### src/rtl/fetch_pkg.sv
`default_nettype none
// ============================================================================
// fetch_pkg : shared types and constants for the instruction fetch stage
// Revision  : 1.0
// ============================================================================
package fetch_pkg;

  typedef logic [31:0] word_addr_t;

  typedef struct packed {
    word_addr_t  pc;
    logic [31:0] instr;
  } fetch_entry_t;

  localparam logic [31:0] INSTR_NOP        = 32'hA800_0000;
  localparam word_addr_t  DEFAULT_RESET_PC = 32'h0000_0000;

endpackage
`default_nettype wire

### src/rtl/fetch_if.sv
`default_nettype none
// ============================================================================
// fetch_if : instruction memory, decode handshake and redirect signals
// Revision : 1.0
// ============================================================================
interface fetch_if;
  import fetch_pkg::*;

  word_addr_t  imem_addr;
  logic [31:0] imem_instr;
  logic        if_valid;
  logic [31:0] if_instr;
  word_addr_t  if_pc;
  logic        if_ready;
  logic        redirect_valid;
  word_addr_t  redirect_target;

  modport master (
    output imem_addr, if_valid, if_instr, if_pc,
    input  imem_instr, if_ready, redirect_valid, redirect_target
  );

  modport slave (
    input  imem_addr, if_valid, if_instr, if_pc,
    output imem_instr, if_ready, redirect_valid, redirect_target
  );

endinterface
`default_nettype wire

### src/rtl/fetch_fifo.sv
`default_nettype none
// ============================================================================
// fetch_fifo : synchronous FIFO of {pc, instr} entries with flush
// Revision   : 1.0
// ============================================================================
module fetch_fifo
  import fetch_pkg::*;
#(
  parameter int DEPTH = 2
) (
  input  logic                       clk,
  input  logic                       rst,
  input  logic                       push_i,
  input  fetch_entry_t               push_data_i,
  input  logic                       pop_i,
  input  logic                       flush_i,
  output logic [$clog2(DEPTH+1)-1:0] count_o,
  output fetch_entry_t               head_o
);

  localparam int CW = $clog2(DEPTH + 1);
  localparam int PW = (DEPTH > 1) ? $clog2(DEPTH) : 1;

  fetch_entry_t  mem_q [DEPTH];
  logic [PW-1:0] rd_ptr_q;
  logic [PW-1:0] wr_ptr_q;
  logic [CW-1:0] count_q;

  function automatic logic [PW-1:0] bump(input logic [PW-1:0] p);
    return (p == PW'(DEPTH - 1)) ? '0 : p + PW'(1);
  endfunction

  always_ff @(posedge clk) begin
    if (rst || flush_i) begin
      rd_ptr_q <= '0;
      wr_ptr_q <= '0;
      count_q  <= '0;
    end else begin
      if (push_i) begin
        mem_q[wr_ptr_q] <= push_data_i;
        wr_ptr_q        <= bump(wr_ptr_q);
      end
      if (pop_i) begin
        rd_ptr_q <= bump(rd_ptr_q);
      end
      case ({push_i, pop_i})
        2'b10:   count_q <= count_q + CW'(1);
        2'b01:   count_q <= count_q - CW'(1);
        default: count_q <= count_q;
      endcase
    end
  end

  // Storage is not reset; an empty FIFO presents an all-zero head instead.
  assign count_o = count_q;
  assign head_o  = (count_q == '0) ? '0 : mem_q[rd_ptr_q];

endmodule
`default_nettype wire

### src/rtl/fetch_unit.sv
`default_nettype none
// ============================================================================
// fetch_unit : PC owner, one-deep imem pipeline, buffered handoff to decode
// Revision   : 1.0
// ============================================================================
module fetch_unit
  import fetch_pkg::*;
#(
  parameter word_addr_t RESET_PC   = DEFAULT_RESET_PC,
  parameter int         FIFO_DEPTH = 2
) (
  input  logic    clk,
  input  logic    rst,
  fetch_if.master bus
);

  localparam int CW = $clog2(FIFO_DEPTH + 1);

  word_addr_t    pc_q;
  word_addr_t    pc_d;
  word_addr_t    inflight_pc_q;
  word_addr_t    inflight_pc_d;
  logic          inflight_q;
  logic          inflight_d;

  logic [CW-1:0] w_count;
  fetch_entry_t  w_head;
  fetch_entry_t  w_push_data;
  logic          w_pop;
  logic          w_issue;
  logic [CW:0]   w_occupancy;

  assign w_pop = bus.if_valid & bus.if_ready;

  // Credit: entries buffered plus the one in flight, less the one leaving now.
  assign w_occupancy = (CW+1)'(w_count) + (CW+1)'(inflight_q) - (CW+1)'(w_pop);
  assign w_issue     = !bus.redirect_valid && (w_occupancy < (CW+1)'(FIFO_DEPTH));

  always_comb begin
    pc_d          = pc_q;
    inflight_d    = 1'b0;
    inflight_pc_d = inflight_pc_q;
    if (bus.redirect_valid) begin
      pc_d = bus.redirect_target;
    end else if (w_issue) begin
      pc_d          = pc_q + 32'd1;
      inflight_d    = 1'b1;
      inflight_pc_d = pc_q;
    end
  end

  always_ff @(posedge clk) begin
    if (rst) begin
      pc_q          <= RESET_PC;
      inflight_q    <= 1'b0;
      inflight_pc_q <= '0;
    end else begin
      pc_q          <= pc_d;
      inflight_q    <= inflight_d;
      inflight_pc_q <= inflight_pc_d;
    end
  end

  assign w_push_data.pc    = inflight_pc_q;
  assign w_push_data.instr = bus.imem_instr;

  fetch_fifo #(
    .DEPTH (FIFO_DEPTH)
  ) u_fifo (
    .clk         (clk),
    .rst         (rst),
    .push_i      (inflight_q & ~bus.redirect_valid),
    .push_data_i (w_push_data),
    .pop_i       (w_pop & ~bus.redirect_valid),
    .flush_i     (bus.redirect_valid),
    .count_o     (w_count),
    .head_o      (w_head)
  );

  assign bus.imem_addr = pc_q;
  assign bus.if_valid  = (w_count != '0);
  assign bus.if_instr  = w_head.instr;
  assign bus.if_pc     = w_head.pc;

endmodule
`default_nettype wire

### src/flat_wrapper.sv
// flat-port wrapper written by rule: the top's interface ports become plain ports
module fetch_unit_flat import fetch_pkg::*;
#(
  parameter word_addr_t RESET_PC   = DEFAULT_RESET_PC,
  parameter int         FIFO_DEPTH = 2
)
  (clk, rst, bus_imem_addr, bus_if_valid, bus_if_instr, bus_if_pc, bus_imem_instr, bus_if_ready, bus_redirect_valid, bus_redirect_target);
  fetch_if bus_i ();
  input  logic clk;
  input  logic rst;
  output wire logic [$bits(bus_i.imem_addr)-1:0] bus_imem_addr;
  output wire logic [$bits(bus_i.if_valid)-1:0] bus_if_valid;
  output wire logic [$bits(bus_i.if_instr)-1:0] bus_if_instr;
  output wire logic [$bits(bus_i.if_pc)-1:0] bus_if_pc;
  input wire logic [$bits(bus_i.imem_instr)-1:0] bus_imem_instr;
  input wire logic [$bits(bus_i.if_ready)-1:0] bus_if_ready;
  input wire logic [$bits(bus_i.redirect_valid)-1:0] bus_redirect_valid;
  input wire logic [$bits(bus_i.redirect_target)-1:0] bus_redirect_target;
  assign bus_imem_addr = bus_i.imem_addr;
  assign bus_if_valid = bus_i.if_valid;
  assign bus_if_instr = bus_i.if_instr;
  assign bus_if_pc = bus_i.if_pc;
  assign bus_i.imem_instr = bus_imem_instr;
  assign bus_i.if_ready = bus_if_ready;
  assign bus_i.redirect_valid = bus_redirect_valid;
  assign bus_i.redirect_target = bus_redirect_target;
  fetch_unit #(.RESET_PC(RESET_PC), .FIFO_DEPTH(FIFO_DEPTH)) u_core (.clk(clk), .rst(rst), .bus(bus_i));
endmodule
### config.mk
export PLATFORM = sky130hd
export DESIGN_NAME = fetch_unit_flat
export DESIGN_NICKNAME = d
export VERILOG_FILES = /design/src/rtl/fetch_pkg.sv /design/src/rtl/fetch_if.sv /design/src/rtl/fetch_fifo.sv /design/src/rtl/fetch_unit.sv /design/src/flat_wrapper.sv
export SDC_FILE = /design/constraint.sdc
export NUM_CORES = 1
export LEC_CHECK = 0
export BUFFER_PORTS_ARGS = -buffer_cell sky130_fd_sc_hd__buf_2
export CORE_AREA = 3 3 258 133
export DETAILED_ROUTE_END_ITERATION = 16
export DIE_AREA = 0 0 261 136
export PLACE_DENSITY = 0.49
export SYNTH_ARGS = -nofsm -noshare
export SYNTH_HDL_FRONTEND = slang
export SYNTH_HIERARCHICAL = 1
export SYNTH_SLANG_ARGS = --single-unit
### constraint.sdc
create_clock -name clk -period 10.85 [get_ports clk]
set_clock_uncertainty 0.1 [all_clocks]
set_input_delay 0.5425 -clock clk [delete_from_list [all_inputs] [get_ports clk]]
set_output_delay 0.5425 -clock clk [all_outputs]
set_load 0.005 [all_outputs]
Word-level counts from Yosys, hierarchy flattened

Memories as Yosys holds them, arrays and structs flattened. A register that Yosys moved wholly into a read port is not among the register bits.
Index checks and enable logic that the tools add are counted.

Bits in registers: 69
Memory bits (writable): 128
Input bits: 68
Output and inout port bits: 97
Logic and storage cells: 42
Memories: 1

Memories:

| memory              | words | bits a word | read ports | clocked after Yosys merged registers in | wr ports | RTL line         | text |
|---|---|---|---|---|---|---|---|
| u_core.u_fifo.mem_q | 2     | 64          | 1          | 1                                       | 1        | fetch_fifo.sv:24 | `fetch_entry_t mem_q [DEPTH];` |

Add/subtract/negate cells: 7
Order comparisons: 1
Eq/ne operators: 2
Mux-type cells: 12
Bitwise gates (word level): 4
Reduce and logical (&&, ||, !) cells: 9

Operator list:

| kind                    | count |
|---|---|
| $mux W32                | 2 |
| $mux W64                | 1 |
| $add A32 B1 Y32 const B | 1 |
| $mux W1                 | 8 |
| $reduce_bool A2 Y1      | 3 |
| $pmux W2 S2             | 1 |
| $add A2 B1 Y3           | 1 |
| $and A1 B1 Y1           | 3 |
| $lt A3 B2 Y1 const B    | 1 |
| $sub A3 B1 Y3           | 1 |
| $add A1 B1 Y1 const B   | 2 |
| $add A2 B1 Y2 const B   | 1 |
| $eq A2 B1 Y1 const B    | 1 |
| $eq A2 B2 Y1 const B    | 1 |
| $logic_not A2 Y1        | 1 |
| $reduce_and A2 Y1       | 1 |
| $reduce_or A2 Y1        | 1 |
| $sub A2 B1 Y2 const B   | 1 |
| $logic_and A1 B1 Y1     | 1 |
| $logic_not A1 Y1        | 1 |
| $logic_or A1 B1 Y1      | 1 |
| $not A1 Y1              | 1 |

Logic depth before layout (Yosys ltp)

Depth in word-level cells: 7
Mapped depth: 11
Mapped depth without buffers: 10

Modules after synthesis

Netlist, hierarchy kept.

Modules (own cells, without submodules):

| module     | times used | cells each | area an instance (µm²) | seq. area each (µm²) |
|---|---|---|---|---|
| fetch_fifo | 1          | 291        | 5017.3                 | 3943.8 |
| fetch_unit | 1          | 369        | 2997.9                 | 1301.2 |

Worst setup path after synthesis

No wires, ideal clock.

Path type: in2reg
Start: input bus_redirect_valid
End: memory u_core/u_fifo/mem_q[0][0] (netlist bit) (enable)
Library setup time: 644 ps
Arrival: 7141 ps
Required time: 10106 ps
Path slack: 2965 ps
Stages on the path: 4
Path buffers: 1
Path through: clkbuf_1 -> nor2b_1 -> inv_1 -> nor4_1

Word-level cells in the longest chain between the ends: 5
Elaborated cells on any way between the ends: 6
Classes of those cells: mux: 3; bitwise: 2; reduce/logical: 1

RTL lines:

| item                            | RTL line           | text |
|---|---|---|
| start, declared                 | flat_wrapper.sv:17 | `input wire logic [$bits(bus_i.redirect_valid)-1:0] bus_redirect_valid;` |
| $not A1 Y1                      | fetch_unit.sv:72   | `.push_i (inflight_q & ~bus.redirect_valid),` |
| $and A1 B1 Y1                   | fetch_unit.sv:72   |  |
| $mux W1                         | fetch_fifo.sv:39   | `if (push_i) begin` |
| $mux W1 *                       | fetch_fifo.sv:34   | `if (rst \|\| flush_i) begin` |
| $mux W1 (implied by the code) * | fetch_fifo.sv:40   | `mem_q[wr_ptr_q] <= push_data_i;` |
| end, declared                   | fetch_fifo.sv:24   |  |

Mark *: on every way between the ends. The rest lies on a longest branch, timed or not.

Final worst setup path

Start: register u_core.u_fifo.count_q[1] (netlist: u_core/u_fifo/count_o[1])
End: register u_core.pc_q[30] (netlist: u_core/bus.imem_addr[30])

Word-level cells in the longest chain between the ends: 6
Elaborated cells on any way between the ends: 7
Classes of those cells: add/sub: 2; order compare: 1; bitwise: 1; reduce/logical: 3

RTL lines:

| item                                                                  | RTL line         | text |
|---|---|---|
| start, declared                                                       | fetch_fifo.sv:27 | `logic [CW-1:0] count_q;` |
| start signal, assigned                                                | fetch_fifo.sv:47 | `2'b10: count_q <= count_q + CW'(1);` |
| start signal, assigned                                                | fetch_fifo.sv:48 | `2'b01: count_q <= count_q - CW'(1);` |
| start signal, assigned                                                | fetch_fifo.sv:49 | `default: count_q <= count_q;` |
| parallel branches: the longest is 2 deep, another holds $add A2 B1 Y3 | --               |  |
| $sub A3 B1 Y3 *                                                       | fetch_unit.sv:36 | `assign w_occupancy = (CW+1)'(w_count) + (CW+1)'(inflight_q) - (CW+1)'(w_pop);` |
| $lt A3 B2 Y1 *                                                        | fetch_unit.sv:37 | `assign w_issue = !bus.redirect_valid && (w_occupancy < (CW+1)'(FIFO_DEPTH));` |
| $logic_and A1 B1 Y1 *                                                 | fetch_unit.sv:37 |  |
| $reduce_bool A2 Y1 (no source line) *                                 | --               |  |
| end signal, assigned                                                  | fetch_unit.sv:58 | `pc_q <= pc_d;` |
| end, declared                                                         | fetch_unit.sv:19 | `word_addr_t pc_q;` |

Mark *: on every way between the ends.
A chain may end at the register's enable or synchronous reset.

==> Implementation_results.wiki <==
{| class="wikitable"
! Metric !! Value
|-
| Result of the run || finished clean
|-
| Initial core utilization || 25.2%
|-
| Pin count of the biggest net entering global routing || 69
|-
| Most common cell after layout, fill and taps aside || sky130_fd_sc_hd__buf_2
|-
| Count of yosys warnings during synthesis || 6
|-
| Height of the chip || 136 um
|-
| Final standard cell area without fillers || 9860 sq um
|-
| Data required time at the worst endpoint || 11.11 ns
|-
| Ratio of routed vias to standard cells || 4.33
|-
| Core Footprint || 31800 sq um
|-
| Critical path capture point type || register
|-
| Last weighted congestion value of the routability-driven placer || 0.837
|-
| Power per standard cell area || 159 nW/um^2
|-
| Port Buffer Count || 164
|-
| Final critical path time including I/O delays and setup || 4.16 ns
|-
| Clock tree from TritonCTS || done
|-
| Post-layout net count || 885
|-
| Gate power share || 5.4%
|-
| Final hold violation count || 0
|-
| Buffers from clock root to sink, at most || 2
|-
| Startpoint types || register
|-
| Overall die area || 35500 sq um
|-
| Gate count of the mapped netlist || 660
|-
| Antenna violations before repair || 3
|-
| Post-Place Cells || 1226
|-
| Finished Core Util || 31.0%
|-
| Die width || 261 um
|-
| Setup slack after placement || 6.75 ns
|-
| Arrival time at the worst endpoint || 4.42 ns
|-
| Routed WL per cell || 16.7 um
|-
| Hold buffer count at CTS || 0
|-
| Synth Net Count || 732
|-
| # DRC || 0
|-
| Hold Slack || 0.188 ns
|-
| EDFF count, synth || 128
|-
| Post-synthesis area per instance || 12.1 sq um
|-
| Number of buffers inserted by post-CTS setup repair || 0
|-
| Number of H-tree levels || 4
|-
| Total power of the final layout || 1.57 mW
|-
| Cell leakage power || 3.44 nW
|-
| Part of the power in the clock network || 41.1%
|-
| TritonCTS Buffers || 17
|-
| Post-DP HPWL || 14.2 mm
|-
| Ant. Diodes || 0
|-
| Switching part of the total power || 23.5%
|-
| Root buf cell || sky130_fd_sc_hd__clkbuf_16
|-
| VDD IR max || 0.105 mV
|-
| Worst setup path class || register to register
|-
| Insertion delay of the later-clocked pin in the worst-skew pair || 0.44 ns
|-
| GRT Max-Usage Layer || met2
|-
| Final setup TNS || 0 ns
|-
| Peak Freq || 0.241 GHz
|-
| Share of total power in sequential cells || 53.6%
|-
| DRT Pass-1 Iters || 4
|-
| Final worst-path cycle share || 38.3%
|-
| Final WS setup || 6.69 ns
|-
| Number of library cell types mapped by synthesis || 41
|-
| Min-Delay Path Class || input pin to register
|-
| Async SR Flop Fraction || 0%
|-
| CTS sink count || 198
|-
| Area growth from synthesis to layout || 23.0%
|-
| Clock slew at reported path FFs || 0.08 ns
|-
| Portion of the post-synthesis area used by sequential elements || 65.4%
|-
| Met3 Usage GRT || 3.18%
|-
| Number of placement rows || 46
|-
| Proportion of layout cells with a drive suffix above 1 || 26.2%
|-
| Placement-stage cell area || 9260 sq um
|-
| Number of global-route vias before repair || 5548
|-
| Post-cts gate resize count || 0
|-
| Io pins || 165
|-
| Tot GR Track Use || 11.9%
|-
| Starting DRT DRC Count || 302
|-
| Wire length of the first global-routing pass || 32.1 mm
|-
| Met2 global-route usage || 20.4%
|-
| Total wirelength of the detailed-routed design || 21.0 mm
|-
| Relative slew slack || 11.7%
|-
| Transition time of the tightest slew-check pin || 1.32 ns
|-
| Synth Flop Type || sky130_fd_sc_hd__edfxtp_1
|-
| FF+latch count, synth || 198
|-
| Met1 track demand over resource in global routing || 14.5%
|-
| Setup violation total in the final timing report || 0
|-
| Worst-path maximum fanout || 33
|-
| Most frequent cells in the layout || sky130_fd_sc_hd__buf_2 (164), sky130_fd_sc_hd__edfxtp_1 (128), sky130_fd_sc_hd__nor2_1 (88)
|-
| Finished Layout Cells || 1258
|-
| Setup repair after global routing missed its margin || false
|-
| Psw || 0.368 mW
|-
| Routed Antenna Nets || 0
|-
| Pins Over Slew Limit || 0
|-
| Post-Synthesis Cell Area || 8020 sq um
|-
| Max_cap viols || 0
|-
| Total number of vias || 5450
|-
| Internal cell power || 1.20 mW
|-
| Total grt overflow || 0
|}
-- power groups by stage --
stage / combinational (mW) / clock, mW / sequential, mW
after floorplan: 0.0441 / 0 / 0.849
after global placement: 0.0835 / 0 / 0.856
after detailed placement: 0.0855 / 0 / 0.856
after CTS: 0.0858 / 0.667 / 0.838
after global routing: 0.0938 / 0.697 / 0.841
final: 0.0840 / 0.643 / 0.838
-- path summary, 6_finish.rpt --
kind	to	slack [ns]	cells after the start	from
setup / recovery	u_core/bus.imem_addr[30]$_SDFFE_PP0P_	6.69	10	u_core/u_fifo/count_o[1]$_SDFFE_PP0P_
hold / removal	u_core/u_fifo/mem_q[1][15]$_DFFE_PP_	0.19	1	bus_imem_instr[15]
hold reg to reg	u_core/u_fifo/mem_q[1][50]$_DFFE_PP_	0.35	0	u_core/inflight_pc_q[18]$_SDFFE_PP0P_
setup reg to reg	u_core/bus.imem_addr[30]$_SDFFE_PP0P_	6.69	10	u_core/u_fifo/count_o[1]$_SDFFE_PP0P_
-- Yosys cell counts, drive strengths merged (2+ instances only) --
cell,instances,area [sq um]
a211oi,18,140
a21oi,41,205
a311oi,2,17.5
and3,5,31.3
and4,4,35.0
buf,20,128
clkbuf,17,63.8
dfxtp,70,1400
edfxtp,128,3840
ha,3,37.5
inv,6,22.5
mux2i,65,651
nand2,83,312
nand3,16,85.1
nand4,9,86.3
nor2,90,340
nor3,14,70.1
nor4,12,103
o21ai,9,45.0
o21bai,2,15.0
or2,3,18.8
or3,3,18.8
xnor2,25,219
xor2,7,61.3
-- worst max-delay path, cell delays in order, from the launching register on --
cell	delay, ns
sky130_fd_sc_hd__dfxtp_1	0.40
sky130_fd_sc_hd__or2_2	0.34
sky130_fd_sc_hd__and2_1	0.17
sky130_fd_sc_hd__ha_1	0.26
sky130_fd_sc_hd__nand2b_1	0.15
sky130_fd_sc_hd__fa_1	0.38
sky130_fd_sc_hd__xnor2_1	0.51
sky130_fd_sc_hd__nand2_1	0.27
sky130_fd_sc_hd__nor2_2	1.05
sky130_fd_sc_hd__o21ai_0	0.23
sky130_fd_sc_hd__a31oi_1	0.22
-- area by class of cell --
type	count	area [sq um]
clock inverter	11	133
tap	432	541
inverter	7	26.3
fill	3268	22000
sequential	198	5250
timing repair buffer	171	873
multi-input combinational	418	2570
clock buffer	21	472
-- metal layers --
metal	wire, um	share of wire, %
met2	10600	50
met1	9210	44
met3	845	4.0
met5	29	0.14
met4	403	1.9
-- registers in the layout, summed over array words and instances (netlist names), named ones only --
signal / flops
u_core/u_fifo/mem_q: 128
u_core/u_fifo/rd_ptr_q: 1
u_core/bus.imem_addr: 32
u_core/inflight_pc_q: 32
u_core/inflight_q: 1
u_core/u_fifo/wr_ptr_q: 1
u_core/u_fifo/count_o: 2
-- cell families (layout without fill, tap and decap cells) --
kind of cell | after synthesis | after routing | synth area share [%]
fa+ha+maj | 4 | 4 | 0.718
xor+xnor | 32 | 32 | 3.50
compound gates | 75 | 75 | 5.56
simple gates | 242 | 242 | 14.0
flops | 198 | 198 | 65.4
mux | 65 | 65 | 8.12
buf+inv | 44 | 210 | 2.72
Note: power is estimated with default switching activity, not from simulation.
